==> config.mk <==
export PLATFORM = sky130hd
export DESIGN_NAME = fetch_unit
export DESIGN_NICKNAME = d
export VERILOG_FILES = /design/src/rtl/fetch_unit_pkg.sv /design/src/rtl/fetch_hold_buffer.sv /design/src/rtl/fetch_unit.sv
export SDC_FILE = /design/constraint.sdc
export NUM_CORES = 1
export LEC_CHECK = 0
export BUFFER_PORTS_ARGS = -buffer_cell sky130_fd_sc_hd__clkbuf_2
export CORE_ASPECT_RATIO = 0.75
export CORE_MARGIN = 10
export CORE_UTILIZATION = 53
export DETAILED_ROUTE_END_ITERATION = 12
export HOLD_SLACK_MARGIN = 0.05
export PLACE_DENSITY_LB_ADDON = 0.25
export SYNTH_ARGS = -nofsm -noshare
export SYNTH_HDL_FRONTEND = slang
export SYNTH_SLANG_ARGS = --single-unit
==> constraint.sdc <==
create_clock -name clk -period 2.9 [get_ports clk]
set_input_delay 0.145 -clock clk [delete_from_list [all_inputs] [get_ports clk]]
set_output_delay 0.145 -clock clk [all_outputs]
set_load 0.02 [all_outputs]
==> src/rtl/fetch_unit_pkg.sv <==
// Shared definitions for the fetch stage: widths, FSM state encodings and
// the control bundle passed from the fetch FSM to its hold buffer.
package fetch_unit_pkg;

    localparam int DATA_BITS   = 8;
    localparam int MEMORY_SIZE = 1 << DATA_BITS;

    typedef enum logic [1:0] {
        FETCH_BOOT   = 2'd0,
        FETCH_RUN    = 2'd1,
        FETCH_HALTED = 2'd2
    } fetch_state_e;

    typedef struct packed {
        logic capture;
        logic clear;
    } hold_ctrl_t;

endpackage

==> src/rtl/fetch_hold_buffer.sv <==
// Holds the instruction presented to decode while decode stalls, so the
// memory can keep reading without losing the instruction already shown.
module fetch_hold_buffer
    import fetch_unit_pkg::*;
#(
    parameter int BITS = DATA_BITS
) (
    input  logic            clk,
    input  logic            rst,
    input  hold_ctrl_t      ctrl,
    input  logic [BITS-1:0] instruction_in,
    output logic            hold_valid,
    output logic [BITS-1:0] hold_instr,
    output logic [BITS-1:0] instr_sel
);

    logic            hold_valid_q, hold_valid_d;
    logic [BITS-1:0] hold_instr_q, hold_instr_d;

    always_comb begin
        hold_valid_d = hold_valid_q;
        hold_instr_d = hold_instr_q;
        if (ctrl.clear) begin
            hold_valid_d = 1'b0;
        end else if (ctrl.capture && !hold_valid_q) begin
            // Only the first stalled cycle captures; later reads are stale.
            hold_valid_d = 1'b1;
            hold_instr_d = instruction_in;
        end
    end

    always_ff @(posedge clk) begin
        if (rst) begin
            hold_valid_q <= 1'b0;
            hold_instr_q <= '0;
        end else begin
            hold_valid_q <= hold_valid_d;
            hold_instr_q <= hold_instr_d;
        end
    end

    assign hold_valid = hold_valid_q;
    assign hold_instr = hold_instr_q;
    assign instr_sel  = hold_valid_q ? hold_instr_q : instruction_in;

endmodule

==> src/rtl/fetch_unit.sv <==
// Program counter and fetch stage feeding decode from a registered-read
// instruction memory, with stall hold, one-bubble branch redirect and halt.
module fetch_unit
    import fetch_unit_pkg::*;
#(
    parameter int              BITS     = DATA_BITS,
    parameter logic [BITS-1:0] RESET_PC = '0
) (
    input  logic            clk,
    input  logic            rst,
    output logic [BITS-1:0] pc,
    input  logic [BITS-1:0] instruction_in,
    input  logic            stall,
    input  logic            branch_taken,
    input  logic [BITS-1:0] branch_target,
    input  logic            halt,
    output logic [BITS-1:0] instr_out,
    output logic [BITS-1:0] instr_pc,
    output logic            instr_valid
);

    fetch_state_e    state_q, state_d;
    logic [BITS-1:0] read_pc_q, read_pc_d;
    logic [BITS-1:0] inflight_pc_q, inflight_pc_d;
    logic            inflight_q, inflight_d;

    hold_ctrl_t      hold_ctrl;
    logic            hold_valid;
    logic [BITS-1:0] hold_instr;
    logic [BITS-1:0] instr_sel;
    logic            run_valid;
    logic            accept;

    fetch_hold_buffer #(
        .BITS(BITS)
    ) u_hold (
        .clk           (clk),
        .rst           (rst),
        .ctrl          (hold_ctrl),
        .instruction_in(instruction_in),
        .hold_valid    (hold_valid),
        .hold_instr    (hold_instr),
        .instr_sel     (instr_sel)
    );

    assign run_valid = (state_q == FETCH_RUN) && (inflight_q || hold_valid);
    assign accept    = run_valid && !stall;

    always_comb begin
        state_d           = state_q;
        read_pc_d         = read_pc_q;
        inflight_pc_d     = inflight_pc_q;
        inflight_d        = inflight_q;
        hold_ctrl.capture = 1'b0;
        hold_ctrl.clear   = 1'b0;

        case (state_q)
            FETCH_BOOT: begin
                state_d = FETCH_RUN;
                if (branch_taken) begin
                    read_pc_d       = branch_target;
                    inflight_d      = 1'b0;
                    hold_ctrl.clear = 1'b1;
                end else begin
                    inflight_pc_d = read_pc_q;
                    read_pc_d     = read_pc_q + BITS'(1);
                    inflight_d    = 1'b1;
                end
            end

            FETCH_RUN: begin
                if (halt && accept) begin
                    state_d         = FETCH_HALTED;
                    inflight_d      = 1'b0;
                    hold_ctrl.clear = 1'b1;
                end else if (branch_taken) begin
                    // The read already in flight is from the old path; drop it.
                    read_pc_d       = branch_target;
                    inflight_d      = 1'b0;
                    hold_ctrl.clear = 1'b1;
                end else if (stall && run_valid) begin
                    hold_ctrl.capture = 1'b1;
                end else begin
                    inflight_pc_d   = read_pc_q;
                    read_pc_d       = read_pc_q + BITS'(1);
                    inflight_d      = 1'b1;
                    hold_ctrl.clear = 1'b1;
                end
            end

            FETCH_HALTED: begin
                state_d = FETCH_HALTED;
            end

            default: begin
                state_d = FETCH_BOOT;
            end
        endcase
    end

    always_ff @(posedge clk) begin
        if (rst) begin
            state_q       <= FETCH_BOOT;
            read_pc_q     <= RESET_PC;
            inflight_pc_q <= RESET_PC;
            inflight_q    <= 1'b0;
        end else begin
            state_q       <= state_d;
            read_pc_q     <= read_pc_d;
            inflight_pc_q <= inflight_pc_d;
            inflight_q    <= inflight_d;
        end
    end

    assign pc          = read_pc_q;
    assign instr_pc    = inflight_pc_q;
    assign instr_valid = run_valid;
    assign instr_out   = run_valid ? instr_sel : '0;

endmodule
Word level (Yosys, flattened, before mapping)
Index checks and enable logic that the tools add are counted.
{"block": "totals", "reg_bits": 28, "latch_bits": 0, "mem_bits_rw": 0, "rom_bits": 0, "inputBits": 21, "out_inout_bits": 25, "word_cells": 60, "mem_count": 0}
{"block": "op_classes", "n_addsub": 1, "multipliers": 0, "div_mod_pow": 0, "order_cmp": 0, "eq_ne": 9, "shift": 0, "n_mux": 28, "n_bitwise": 1, "reduce_logical": 15}
{"cell": "$mux 8", "n": 10}
{"cell": "$pmux 8 s2", "n": 2}
{"cell": "$mux 1", "n": 12}
{"cell": "$add 8x1->8 const B", "n": 1}
{"cell": "$ne 2x2->1 const B", "n": 4}
{"cell": "$pmux 2 s3", "n": 1}
{"cell": "$logic_and 1x1->1", "n": 5}
{"cell": "$reduce_and 5->1", "n": 1}
{"cell": "$ne 4x4->1 const B", "n": 1}
{"cell": "$pmux 1 s2", "n": 2}
{"cell": "$reduce_and 2->1", "n": 2}
{"cell": "$ne 3x3->1 const B", "n": 1}
{"cell": "$reduce_and 3->1", "n": 1}
{"cell": "$eq 2x1->1 const B", "n": 1}
{"cell": "$eq 2x2->1 const B", "n": 1}
{"cell": "$logic_not 1->1", "n": 2}
{"cell": "$logic_not 2->1", "n": 1}
{"cell": "$mux 2", "n": 1}
{"cell": "$ne 2x1->1 const B", "n": 1}
{"cell": "$reduce_bool 2->1", "n": 1}
{"cell": "$reduce_or 2->1", "n": 1}
{"cell": "$logic_or 1x1->1", "n": 1}
{"cell": "$not 1->1", "n": 1}

Depth between registers and ports, before layout
{"block": "depth", "depth_word": 9, "mapped_depth": 8, "depth_no_buf": 6}

By module
Synthesis repeated with hierarchy kept, for this count alone.
{"block": "hier_totals", "hier_cells": 171, "hier_area_um2": 1562.7}
{"module": "fetch_unit", "n_inst": 1, "cells_per_inst": 124, "area_per_inst_um2": 1064.8, "seq_area_each_um2": 380.4}
{"module": "fetch_hold_buffer", "n_inst": 1, "cells_per_inst": 47, "area_per_inst_um2": 498.0, "seq_area_each_um2": 180.2}

Least setup slack after synthesis
Ideal clock, no wire load.
{"block": "synth_path", "path_kind": "reg-to-reg", "startpoint": "register state_q[1]", "endpoint": "register inflight_pc_q[2] (netlist: instr_pc[2])", "t_arrival_ns": 1.475, "required_time_ns": 2.772, "slack_ns": 1.297, "path_stages_with_launch": 9, "n_path_buf": 2, "path_cell_list": "dfxtp_1 > inv_1 > ha_1 > or2_2 > clkbuf_2 > o211a_1 > buf_6 > mux2i_1 > nor2_1"}
{"block": "synth_via", "elab_chain_cells": 6, "word_cells_on_any_way": 13}
{"item": "from (decl)", "line_no": "fetch_unit.sv:22", "source": "fetch_state_e state_q, state_d;"}
{"item": "from (signal assigned)", "line_no": "fetch_unit.sv:108", "source": "state_q <= state_d;"}
{"item": "$eq 2x1->1", "line_no": "fetch_unit.sv:46, fetch_unit.sv:57"}
{"item": "$logic_and 1x1->1", "line_no": "fetch_unit.sv:46", "source": "assign run_valid = (state_q == FETCH_RUN) && (inflight_q || hold_valid);"}
{"item": "$logic_and 1x1->1", "line_no": "fetch_unit.sv:47", "source": "assign accept = run_valid && !stall;"}
{"item": "$logic_and 1x1->1", "line_no": "fetch_unit.sv:72", "source": "if (halt && accept) begin"}
{"item": "$ne 2x2->1 (no line)"}
{"item": "$reduce_and 5->1 (no line)"}
{"item": "to (signal assigned)", "line_no": "fetch_unit.sv:110", "source": "inflight_pc_q <= inflight_pc_d;"}
{"item": "to (decl)", "line_no": "fetch_unit.sv:24", "source": "logic [BITS-1:0] inflight_pc_q, inflight_pc_d;"}
Parallel ways exist; a longest one is shown, timed or not.
A chain may end at the register's enable or synchronous reset.

Worst setup path in the final report
{"block": "layout_path", "startpoint": "register u_hold.hold_valid_q (netlist: u_hold.hold_valid)", "endpoint": "register inflight_pc_q[5] (netlist: instr_pc[5])"}
{"block": "layout_via", "elab_chain_cells": 6, "word_cells_on_any_way": 8}
{"item": "from (decl)", "line_no": "fetch_hold_buffer.sv:17", "source": "logic hold_valid_q, hold_valid_d;"}
{"item": "from (signal assigned)", "line_no": "fetch_hold_buffer.sv:37", "source": "hold_valid_q <= hold_valid_d;"}
{"item": "$logic_or 1x1->1 (*)", "line_no": "fetch_unit.sv:46"}
{"item": "$logic_and 1x1->1 (*)", "line_no": "fetch_unit.sv:46"}
{"item": "$logic_and 1x1->1", "line_no": "fetch_unit.sv:47"}
{"item": "$logic_and 1x1->1", "line_no": "fetch_unit.sv:72"}
{"item": "$ne 2x2->1 (no line)"}
{"item": "$reduce_and 5->1 (no line) (*)"}
Mark *: on every way between the ends. The rest lies on a longest branch, timed or not.

==> flow_summary.toml <==
[pwr]
power_density_mw_per_mm2 = 751
peakVddDrop_v = 0.000422
cellLeakagePower_nw = 0.732
finalPower_mw = 1.27

[synth]
synth_cell_types = 34
syn_nets = 187
synthFlopType = "dfxtp_1"
syn_area_mm2 = 0.00143
ys_warn_count = 0
netlist_instances = 162
synth-compound-area-share = 0.160
synthSimpleGateAreaFrac = 0.176
synth-seq-cells = 28
yosysSeqAreaShare = 0.393
synthXorXnorAreaFrac = 0
synth-adder-area-share = 0.0351
synth_edf_count = 0
syn_area_per_cell_um2 = 8.80
async_reset_ff_frac = 0
muxShareOfSynthArea = 0.190
synth_top_family_by_area = "multiplexers"

[clock_tree]
postCtsHoldBufs = 0
cts_tree = "yes"
cts_root_buf = "clkbuf_4"
clk_pin_slew_worst_paths_ps = 150
cts_buffers = 3
cts_resized = 0
clock-sinks = 28
cts.htree.levels = 1
clock_latency_ps = 340
clockBufferDepth = 2
cts_setup_buffers = 0

[finish]
num-nets-final = 228
fin_area_mm2 = 0.00169
final_cell_mix = "clkbuf_2, nor2_1, dfxtp_1, mux2i_1, nand2_1"
area_growth_pct = 18.4
final_common_cell = "clkbuf_2"
drive_gt1_frac = 0.267
antenna_cells = 0
fillers = 211
utilization = 0.654
final-instance-count-excl-fill = 238

[global_routing]
grt_pass1_wl_um = 6360
grt_remaining_overflow = 0
antenna_found_initial = 0
grt.total_usage = 0.146
grt_max_degree = 29
grt_pass1_vias = 1324

[worst_setup_path]
cp_data_required_time_ps = 3120
path_max_fanout = 16
reg2reg_depth = 4
start_kind = "flop"
crit_arrival_ps = 2360
critical_path.endpoint_type = "flop"
crit_type = "reg2reg"

[sta]
fin_ws_ps = 760
fin_hold_ws_ps = 48.3
min_period_over_period = 0.738
slew_headroom = 0.544
tns_ps = 0
fin_crit_ps = 2140
tightest_slew_ps = 683
rsz0062_at_grt = "false"
max_freq_ghz = 0.467
clock_skew_ps = 9.66
slew_violations = 0
setup_viol = 0
hold_violations = 0

[place]
place_ws_ps = 799
gp_congestion = 0.868
postPlaceCellArea_mm2 = 0.00165
dpl.cell_count = 234
dp_hpwl_um = 2900
io_buffer_count = 45

[drt]
dr.pass1.iters = 4
antenna_left = 0
via_per_inst = 5.56
drcViolationCount = 0
drt_iter0_markers = 108
drt-total-wl_um = 3800
num_vias = 1323
avgRoutedWirePerCell_um = 16.0

[job]
maxCapViolations = 0

[die]
initial_utilization = 0.552
ioPinCount = 46
row_count = 16
core_mm2 = 0.00258
dieArea_mm2 = 0.00518
die-height_um = 64.9
die_x_um = 79.9

[outcome]
status = "complete, no violations"

[hold_path]
whs_path_depth = 3
hold_path_class = "in2reg"
[registers in the layout (all words and copies together), names as in the netlist]
register and flops:
u_hold.hold_valid 1, inflight_q 1, u_hold.hold_instr 8, state_q 2
pc 8, instr_pc 8
[worst paths after layout]
path	startpoint	endpoint	slack (ps)
setup reg to reg	u_hold.hold_valid	instr_pc[5]	760
hold reg to reg	u_hold.hold_instr[1]	u_hold.hold_instr[1]	520
hold / removal	instruction_in[7]	u_hold.hold_instr[7]	50
setup / recovery	u_hold.hold_valid	instr_pc[5]	760
[synth_stat cells, drive strengths merged (2+ instances only)]
library cell	instances	area share
nand4	2	0.0088
clkbuf	6	0.017
nor2	33	0.087
a21oi	6	0.024
ha	4	0.035
dfxtp	28	0.39
a31oi	5	0.022
a32o	2	0.014
nand2	7	0.018
nor3	2	0.015
o31ai	4	0.021
o21ai	6	0.024
nand3	5	0.018
o22ai	2	0.0088
nand2b	3	0.015
inv	6	0.016
a211oi	3	0.016
mux2i	27	0.19
buf	3	0.014
[routing by layer]
layer	routed length, um	GRT usage	up-vias
li1	-	-	659
met1	1790	0.193	615
met2	1700	0.228	47
met3	291	0.0468	2
met4	16	0.0263	0
met5	0	0	-
[area by class of cell]
| cell class | count | area [um2] | area share |
|---|---|---|---|
| multi-input combinational | 119 | 798 | 0.473 |
| clock buffer | 4 | 36.3 | 0.0215 |
| timing repair buffer | 45 | 225 | 0.133 |
| inverter | 6 | 22.5 | 0.0133 |
| tap | 36 | 45.0 | 0.0267 |
| sequential | 28 | 561 | 0.332 |
[power by group]
part           internal (mW)  total (mW)  switching, mW
logic                  0.206       0.539          0.334
clock network         0.0771       0.196          0.119
registers              0.453       0.533         0.0797
total                  0.736        1.27          0.532
[worst max-delay path, cell delays in order, from the launching register on]
cell,delay (ps)
dfxtp_1,530
o21ai_2,650
o211a_1,530
mux2i_1,240
nor2_1,60
[cells by family after synthesis]
family / after synthesis
simple gates: 55
mux: 27
flops: 28
compound gates: 33
fa+ha+maj: 4
buf+inv: 15
Note: power is estimated with default switching activity, not from simulation.
